### src/rtl/mc_pkg.sv
// Shared definitions for the NITC-RISC24 multicycle datapath and its controller:
// control-field encodings, instruction field positions and the default word width.
package mc_pkg;

    localparam int MC_WIDTH = 16;

    // alucontrol
    localparam logic [1:0] ALU_ADD   = 2'b00;
    localparam logic [1:0] ALU_SUB   = 2'b01;
    localparam logic [1:0] ALU_NAND  = 2'b10;
    localparam logic [1:0] ALU_PASSB = 2'b11;

    // alusrcb
    localparam logic [1:0] SRCB_B    = 2'b00;
    localparam logic [1:0] SRCB_ONE  = 2'b01;
    localparam logic [1:0] SRCB_IMM6 = 2'b10;
    localparam logic [1:0] SRCB_IMM9 = 2'b11;

    // pcsrc
    localparam logic [1:0] PC_ALU    = 2'b00;
    localparam logic [1:0] PC_ALUOUT = 2'b01;
    localparam logic [1:0] PC_B      = 2'b10;
    localparam logic [1:0] PC_HOLD   = 2'b11;

    // Instruction register field positions
    localparam int OP_MSB   = 15;
    localparam int OP_LSB   = 12;
    localparam int RA_MSB   = 11;
    localparam int RA_LSB   = 9;
    localparam int RB_MSB   = 8;
    localparam int RB_LSB   = 6;
    localparam int RC_MSB   = 5;
    localparam int RC_LSB   = 3;
    localparam int IMM6_MSB = 5;
    localparam int IMM9_MSB = 8;

endpackage

### src/rtl/mc_regfile.sv
// General-purpose register file: two asynchronous read ports, one synchronous
// write port, all entries cleared by synchronous reset. No write-to-read bypass.
module mc_regfile
    import mc_pkg::*;
#(
    parameter int NREGS = 8,
    parameter int WIDTH = MC_WIDTH,
    parameter int AW    = $clog2(NREGS)
) (
    input  logic             clk,
    input  logic             reset,
    input  logic             we,
    input  logic [AW-1:0]    wa,
    input  logic [WIDTH-1:0] wd,
    input  logic [AW-1:0]    ra1,
    output logic [WIDTH-1:0] rd1,
    input  logic [AW-1:0]    ra2,
    output logic [WIDTH-1:0] rd2
);

    logic [WIDTH-1:0] regs_reg [NREGS];

    always_ff @(posedge clk) begin
        if (reset) begin
            for (int i = 0; i < NREGS; i++) begin
                regs_reg[i] <= '0;
            end
        end else if (we) begin
            regs_reg[wa] <= wd;
        end
    end

    assign rd1 = regs_reg[ra1];
    assign rd2 = regs_reg[ra2];

endmodule

### src/rtl/mc_datapath.sv
// Multicycle datapath for the NITC-RISC24 core: PC, IR, MDR, A, B, ALUOut,
// register file, ALU and operand/next-PC muxes, driven entirely by the controller.
module mc_datapath
    import mc_pkg::*;
#(
    parameter int               WIDTH    = MC_WIDTH,
    parameter int               NREGS    = 8,
    parameter logic [WIDTH-1:0] RESET_PC = '0
) (
    input  logic             clk,
    input  logic             reset,
    input  logic             pcen,
    input  logic             irwrite,
    input  logic             regwrite,
    input  logic             alusrca,
    input  logic [1:0]       alusrcb,
    input  logic [1:0]       alucontrol,
    input  logic             iord,
    input  logic             memtoreg,
    input  logic             regdst,
    input  logic [1:0]       pcsrc,
    input  logic [WIDTH-1:0] readdata,
    output logic [WIDTH-1:0] adr,
    output logic [WIDTH-1:0] writedata,
    output logic [3:0]       op,
    output logic             compare
);

    localparam int RW = RA_MSB - RA_LSB + 1;

    logic [WIDTH-1:0] pc_reg, ir_reg, mdr_reg, a_reg, b_reg, aluout_reg;
    logic [WIDTH-1:0] pc_next;
    logic [WIDTH-1:0] src_a, src_b, alu_result;
    logic [WIDTH-1:0] imm6_ext, imm9_ext;
    logic [WIDTH-1:0] rd1, rd2, rf_wd;
    logic [RW-1:0]    rf_wa;

    assign imm6_ext = {{(WIDTH-IMM6_MSB-1){ir_reg[IMM6_MSB]}}, ir_reg[IMM6_MSB:0]};
    assign imm9_ext = {{(WIDTH-IMM9_MSB-1){ir_reg[IMM9_MSB]}}, ir_reg[IMM9_MSB:0]};

    assign rf_wa = regdst ? ir_reg[RC_MSB:RC_LSB] : ir_reg[RB_MSB:RB_LSB];
    assign rf_wd = memtoreg ? mdr_reg : aluout_reg;

    mc_regfile #(
        .NREGS (NREGS),
        .WIDTH (WIDTH),
        .AW    (RW)
    ) u_regfile (
        .clk   (clk),
        .reset (reset),
        .we    (regwrite),
        .wa    (rf_wa),
        .wd    (rf_wd),
        .ra1   (ir_reg[RA_MSB:RA_LSB]),
        .rd1   (rd1),
        .ra2   (ir_reg[RB_MSB:RB_LSB]),
        .rd2   (rd2)
    );

    always_comb begin
        src_a = alusrca ? a_reg : pc_reg;
        case (alusrcb)
            SRCB_B:    src_b = b_reg;
            SRCB_ONE:  src_b = WIDTH'(1);
            SRCB_IMM6: src_b = imm6_ext;
            default:   src_b = imm9_ext;
        endcase
        // Arithmetic wraps modulo 2^WIDTH; carry and overflow are dropped.
        case (alucontrol)
            ALU_ADD:  alu_result = src_a + src_b;
            ALU_SUB:  alu_result = src_a + ~src_b + WIDTH'(1);
            ALU_NAND: alu_result = ~(src_a & src_b);
            default:  alu_result = src_b;
        endcase
    end

    always_comb begin
        case (pcsrc)
            PC_ALU:    pc_next = alu_result;
            PC_ALUOUT: pc_next = aluout_reg;
            PC_B:      pc_next = b_reg;
            default:   pc_next = pc_reg;
        endcase
    end

    always_ff @(posedge clk) begin
        if (reset) begin
            pc_reg     <= RESET_PC;
            ir_reg     <= '0;
            mdr_reg    <= '0;
            a_reg      <= '0;
            b_reg      <= '0;
            aluout_reg <= '0;
        end else begin
            mdr_reg    <= readdata;
            a_reg      <= rd1;
            b_reg      <= rd2;
            aluout_reg <= alu_result;
            if (irwrite) ir_reg <= readdata;
            if (pcen)    pc_reg <= pc_next;
        end
    end

    assign adr       = iord ? aluout_reg : pc_reg;
    assign writedata = b_reg;
    assign op        = ir_reg[OP_MSB:OP_LSB];
    assign compare   = (a_reg == b_reg);

endmodule

### config.mk
export PLATFORM = sky130hd
export DESIGN_NAME = mc_datapath
export DESIGN_NICKNAME = d
export VERILOG_FILES = /design/src/rtl/mc_pkg.sv /design/src/rtl/mc_regfile.sv /design/src/rtl/mc_datapath.sv
export SDC_FILE = /design/constraint.sdc
export NUM_CORES = 1
export LEC_CHECK = 0
export BUFFER_PORTS_ARGS = -buffer_cell sky130_fd_sc_hd__buf_2
export CAP_MARGIN = 5
export CORE_MARGIN = 2
export CORE_UTILIZATION = 25
export CTS_BUF_LIST = sky130_fd_sc_hd__clkbuf_16
export DETAILED_ROUTE_END_ITERATION = 12
export HOLD_SLACK_MARGIN = 0.08
export PLACE_DENSITY = 0.4
export SLEW_MARGIN = 10
export SYNTH_ARGS = -nofsm -noshare
export SYNTH_HDL_FRONTEND = slang
export SYNTH_HIERARCHICAL = 1
export SYNTH_SLANG_ARGS = --single-unit
### constraint.sdc
create_clock -name clk -period 7.81 [get_ports clk]
set_clock_uncertainty 0.15 [all_clocks]
set_input_delay 0.3905 -clock clk [delete_from_list [all_inputs] [get_ports clk]]
set_output_delay 0.3905 -clock clk [all_outputs]
set_load 0.005 [all_outputs]
* Yosys cells after proc, flatten, opt, wreduce, memory -nomap -nowiden
Memory sizes are Yosys's and may differ from the RTL's. A register that Yosys moved wholly into a read port is not among the register bits.
Cells that the tools add are included.
** Word-level totals
- Memories kept :: 1
- Bits in read-only memories :: 0
- Output and inout port bits :: 37
- Flip-flop bits (word level) :: 64
- RAM bits :: 128
- Latch bits :: 0
- Word-level logic and storage cells :: 39
** Memories
- u_regfile.regs_reg :: words 8, bits a word 16, rd ports 2, clocked after memory_dff 2, wr ports 8, line mc_regfile.sv:21 : logic [WIDTH-1:0] regs_reg [NREGS];
** Operators by class
- Bitwise logic cells :: 3
- Add/subtract/negate cells :: 3
- Mux-type cells :: 15
- Order comparisons :: 0
- Equal/unequal tests :: 7
- Div/mod/pow operators :: 0
- Reductions and logical operators :: 6
- Shift operators :: 0
- $mul :: 0
** Operators by type and width (count)
- one-hot mux 16 bit (3 select lines) :: 3
- two-way mux 16 bit :: 4
- adder 16 bit :: 2
- inverter 16 bit :: 2
- adder 16 x 1 -> 16 bit (second input constant) :: 1
- AND 16 bit :: 1
- == test 16 bit :: 1
- OR reduction 16 bit :: 1
- == test 2 x 1 -> 1 bit (second input constant) :: 3
- == test 2 bit (second input constant) :: 3
- logical NOT 2 bit :: 3
- two-way mux 1 bit :: 6
- two-way mux 3 bit :: 2
- nonzero test 3 bit :: 1
- AND reduction 2 bit :: 1

* Logic depth before layout (Yosys ltp)
- Depth in word-level cells :: 7
- Mapped depth :: 15
- Mapped depth without buffers :: 13

* By module
Netlist, hierarchy kept.
** Modules (own cells, without submodules)
- mc_regfile :: cells each 430, sequential area each 3843.7 um2, times used 1, area each 6974.2 um2
- mc_datapath :: cells each 684, sequential area each 1921.8 um2, times used 1, area each 6134.6 um2

* Worst setup path before layout
Ideal clock, no wire load.
- Path kind :: input to register
- From :: input port alusrca
- To :: register pc_reg[15]
- Arrival time :: 3.507 ns
- Library setup time :: 0.066 ns
- Stages :: 12
- Path slack :: 4.087 ns
- Cell sequence :: clkbuf_1 buf_1 mux2_2 ha_1 buf_6 or4_4 a311o_1 and3_4 o21ai_2 mux2i_1 a2111o_1 a21oi_2
** Between the ends
- Word-level cells in the longest chain between the ends :: 5
- Elaborated cells between the ends (all ways) :: 8
** Ends and longest elaborated chain
- start: declaration :: line mc_datapath.sv:15 : input logic alusrca,
- two-way mux 16 bit (*) :: line mc_datapath.sv:61 : src_a = alusrca ? a_reg : pc_reg;
- adder 16 bit or AND 16 bit (tied branches) :: line mc_datapath.sv:71, mc_datapath.sv:72
- adder 16 x 1 -> 16 bit or inverter 16 bit (tied branches) :: line mc_datapath.sv:71, mc_datapath.sv:72
- one-hot mux 16 bit (3 select lines) (*) :: line mc_datapath.sv:69 : case (alucontrol)
- one-hot mux 16 bit (3 select lines) (*) :: line mc_datapath.sv:78 : case (pcsrc)
- end signal: assignment :: line mc_datapath.sv:100 : if (pcen) pc_reg <= pc_next;
- end: declaration :: line mc_datapath.sv:31 : logic [WIDTH-1:0] pc_reg, ir_reg, mdr_reg, a_reg, b_reg, aluout_reg;
Mark *: on every way between the ends. The rest lies on a longest branch, timed or not.
A chain may end at the register's enable or synchronous reset.

* Worst setup path in the final report
- From :: register ir_reg[5]
- To :: register pc_reg[12]
** Between the ends
- Word-level cells in the longest chain between the ends :: 6
- Elaborated cells between the ends (all ways) :: 9
** Ends and longest elaborated chain
- start: declaration :: line mc_datapath.sv:31
- start signal: assignment :: line mc_datapath.sv:99 : if (irwrite) ir_reg <= readdata;
- one-hot mux 16 bit (3 select lines) (*) :: line mc_datapath.sv:62 : case (alusrcb)
- inverter 16 bit :: line mc_datapath.sv:71 : ALU_SUB: alu_result = src_a + ~src_b + WIDTH'(1);
- adder 16 bit :: line mc_datapath.sv:71
- adder 16 x 1 -> 16 bit :: line mc_datapath.sv:71
- one-hot mux 16 bit (3 select lines) (*) :: line mc_datapath.sv:69
- one-hot mux 16 bit (3 select lines) (*) :: line mc_datapath.sv:78
Marked as above.

==> results_dict.tcl <==
set metrics [dict create \
    status "finished, final reports clean" \
    ir_drop_mv 0.1152 \
    synth_flop_cell "edfxtp_1" \
    combinationalPowerShare 0.183 \
    clk_latency_ns 0.55 \
    area_delta_synth_final_pct 15.61 \
    gr-total-overflow 0 \
    die_area_um2 54280 \
    antenna_cells 0 \
    viasPerCell 4.865 \
    seq_area_um2 5768 \
    power.internal_mw 2.543 \
    switching_power_mw 0.9558 \
    netlist_area_um2 13110 \
    cts_buffers 29 \
    vias 9024 \
    period_share 0.4823 \
    layout_common_cells "nor3_1, edfxtp_1, dfxtp_1" \
    grt_pass1_vias 9354 \
    synth-xor-area-share 0.01871 \
    ios 68 \
    largest_reg_flops 128 \
    die_w_um 233.0 \
    coreArea_um2 51610 \
    fin_crit_ns 3.767 \
    h-tree-depth 1 \
    ys_types 83 \
    max_cap_violations 0 \
    seq_power_share 0.396 \
    drc 0 \
    fmax_mhz 265.5 \
    slew_headroom 0.2522 \
    detail-route-antenna-nets 0 \
    layout.nets 1220 \
    ys_ff_latch 224 \
    synthMuxAreaShare 0.2233 \
    dr.pass1.iters 5 \
    synth_compound_area_frac 0.09182 \
    gp_congestion 0.8262 \
    synth_top_family_by_area "multiplexers" \
    setup_tns_ns 0 \
    cts.reportedPaths.clkPinSlew_ns 0.06 \
    multi_input_comb_area_um2 6616 \
    layout-drive-gt1-share 0.2145 \
    design_area_um2 15150 \
    crit_required_ns 8.10 \
    syn_area_per_cell_um2 11.77 \
    cts_root_buffer "clkbuf_16" \
    rrSetupSlack_ns 4.04 \
    die_y_um 233.0 \
    setup_viol 0 \
    gr-usage-all-layers 0.1535 \
    final_common_cell "nor3_1" \
    switching_share 0.2731 \
    antenna_found_initial 0 \
    crit_path_max_fanout 8 \
    synth_fa_ha_area_frac 0.03646 \
    grt_pass1_wl_um 61820 \
    wl_um 41950 \
    dp_hpwl_um 28030 \
    worstMarginPinSlew_ns 1.122 \
    start_util 0.2540 \
    rsz0062_at_grt "no" \
    fill_cells 5242 \
    cts_tree "done" \
    synth-async-reset-ratio 0 \
    worstSetupEndpointType "register" \
    worst_ep_arrival_time_ns 4.05 \
    num_rows 83 \
    cts_buffer_depth 3 \
    postCtsSetupBuffers 0 \
    finalMaxSlewViolations 0 \
    setup.worst_path.class "reg -> reg" \
    syn-num-nets 1182 \
    timing_hold_violations_final 0 \
    hp-class "in -> reg" \
    cts_sinks 224 \
    grt_max_degree 69 \
    start_kind "register" \
    leakagePower_nw 5.833 \
    wl_per_cell_um 22.62 \
    initialDrtViolationCount 639 \
    postPlaceCellArea_um2 13930 \
    portBuffers 67 \
    cellPowerDensity_nw_per_um2 230.9 \
    syn_inst 1114 \
    yosys_warnings 6 \
    yosysSeqAreaShare 0.4398 \
    synth_edf_count 128 \
    clock_power_share 0.421 \
    yosys.area_share.simple 0.1321 \
]
## per-layer routing
layer  GRT usage  share of wire
met4     0.03424          0.018
met1      0.2103           0.47
met5           0              0
met3     0.01814          0.033
met2      0.2586           0.47
## power groups by stage
stage               clock network, mW  logic (mW)  registers (mW)
floorplan                           0       0.459            1.37
global placement                    0       0.641            1.41
detailed placement                  0       0.636            1.41
CTS                              1.50       0.647            1.39
global route                     1.55       0.699            1.39
finish                           1.47       0.642            1.39
## metrics by stage
step / instances / worst slack [ns] / power, mW / hold WS (ns) / utilization
2_1_floorplan: 1114 / 4.087 / 1.834 / 0.2877 / -
3_3_place_gp: 1785 / 3.919 / 2.051 / 0.3107 / 0.2700
3_5_place_dp: 1785 / 3.823 / 2.047 / 0.3234 / 0.2700
4_1_cts: 1855 / 4.048 / 3.538 / 0.1664 / 0.2936
5_1_grt: 1855 / 3.807 / 3.640 / 0.1842 / 0.2936
6_report: 1855 / 4.043 / 3.499 / 0.1919 / 0.2936
## what timing repair did
item	CTS	global route
hold buffers	16	0
resized for setup	0	0
hold endpoints to repair	32	0
## Yosys cell counts, types with 3 or more instances
| cell | n | area share |
|---|---|---|
| nor3b_1 | 6 | 0.0034 |
| buf_6 | 15 | 0.013 |
| a31o_2 | 3 | 0.0020 |
| edfxtp_1 | 128 | 0.29 |
| inv_1 | 34 | 0.0097 |
| xor2_1 | 4 | 0.0027 |
| a211oi_1 | 8 | 0.0046 |
| dfxtp_1 | 96 | 0.15 |
| a21oi_1 | 37 | 0.014 |
| nand4_1 | 6 | 0.0029 |
| a32oi_1 | 3 | 0.0020 |
| a22oi_1 | 3 | 0.0017 |
| o21a_1 | 5 | 0.0029 |
| a221o_1 | 5 | 0.0038 |
| nand2_1 | 31 | 0.0089 |
| nor4_1 | 3 | 0.0014 |
| nand2b_1 | 6 | 0.0029 |
| a31oi_1 | 3 | 0.0014 |
| clkbuf_8 | 3 | 0.0031 |
| mux4_1 | 62 | 0.12 |
| o211ai_1 | 9 | 0.0052 |
| mux4_2 | 6 | 0.010 |
| clkinv_1 | 17 | 0.0049 |
| o21ai_0 | 20 | 0.0076 |
| clkbuf_2 | 3 | 0.0011 |
| a211o_1 | 6 | 0.0040 |
| ha_1 | 35 | 0.033 |
| buf_2 | 5 | 0.0019 |
| buf_4 | 6 | 0.0034 |
| nor3_2 | 6 | 0.0046 |
| xnor2_1 | 24 | 0.016 |
| nor2_1 | 59 | 0.017 |
| o21bai_1 | 11 | 0.0063 |
| clkbuf_1 | 48 | 0.014 |
| nor2b_1 | 53 | 0.025 |
| mux2_2 | 82 | 0.070 |
| nor3_1 | 133 | 0.051 |
| a221oi_1 | 13 | 0.0087 |
| mux2i_1 | 24 | 0.018 |
| buf_1 | 15 | 0.0043 |
| a21o_1 | 14 | 0.0080 |
| nand3_1 | 12 | 0.0046 |
## worst paths after layout
path	cells past startpoint	startpoint	end
setup / recovery	13	ir_reg[5]	pc_reg[12]
hold / removal	2	reset	writedata[6]
setup reg to reg	13	ir_reg[5]	pc_reg[12]
hold reg to reg	2	pc_reg[5]	pc_reg[5]
## critical path, stage by stage (launching register included)
cell      delay (ns)
dfxtp_1         0.42
nand2b_1        0.12
a21boi_1        0.51
a21oi_1         0.15
inv_1           0.09
ha_1            0.32
or4_4           0.55
nor2_1          0.13
o21ai_0         0.14
a41o_1          0.30
o211ai_1        0.21
xnor2_1         0.19
o211ai_1        0.12
a32o_1          0.22
## kinds of logic (layout without fill, tap and decap cells)
kind of cell	count (synthesis)	after routing
compound gates	168	168
xor+xnor	28	28
fa+ha+maj	37	37
buf+inv	150	211
flops	224	224
mux	174	174
simple gates	333	333
## layout make-up
class	count	area share
Multi-Input combinational cell	740	0.4366
Sequential cell	224	0.3806
Tap cell	680	0.05614
Clock buffer	30	0.04954
Timing Repair Buffer	105	0.04376
Clock inverter	24	0.02048
Inverter	52	0.01288
(Power assumes the default switching activity.)
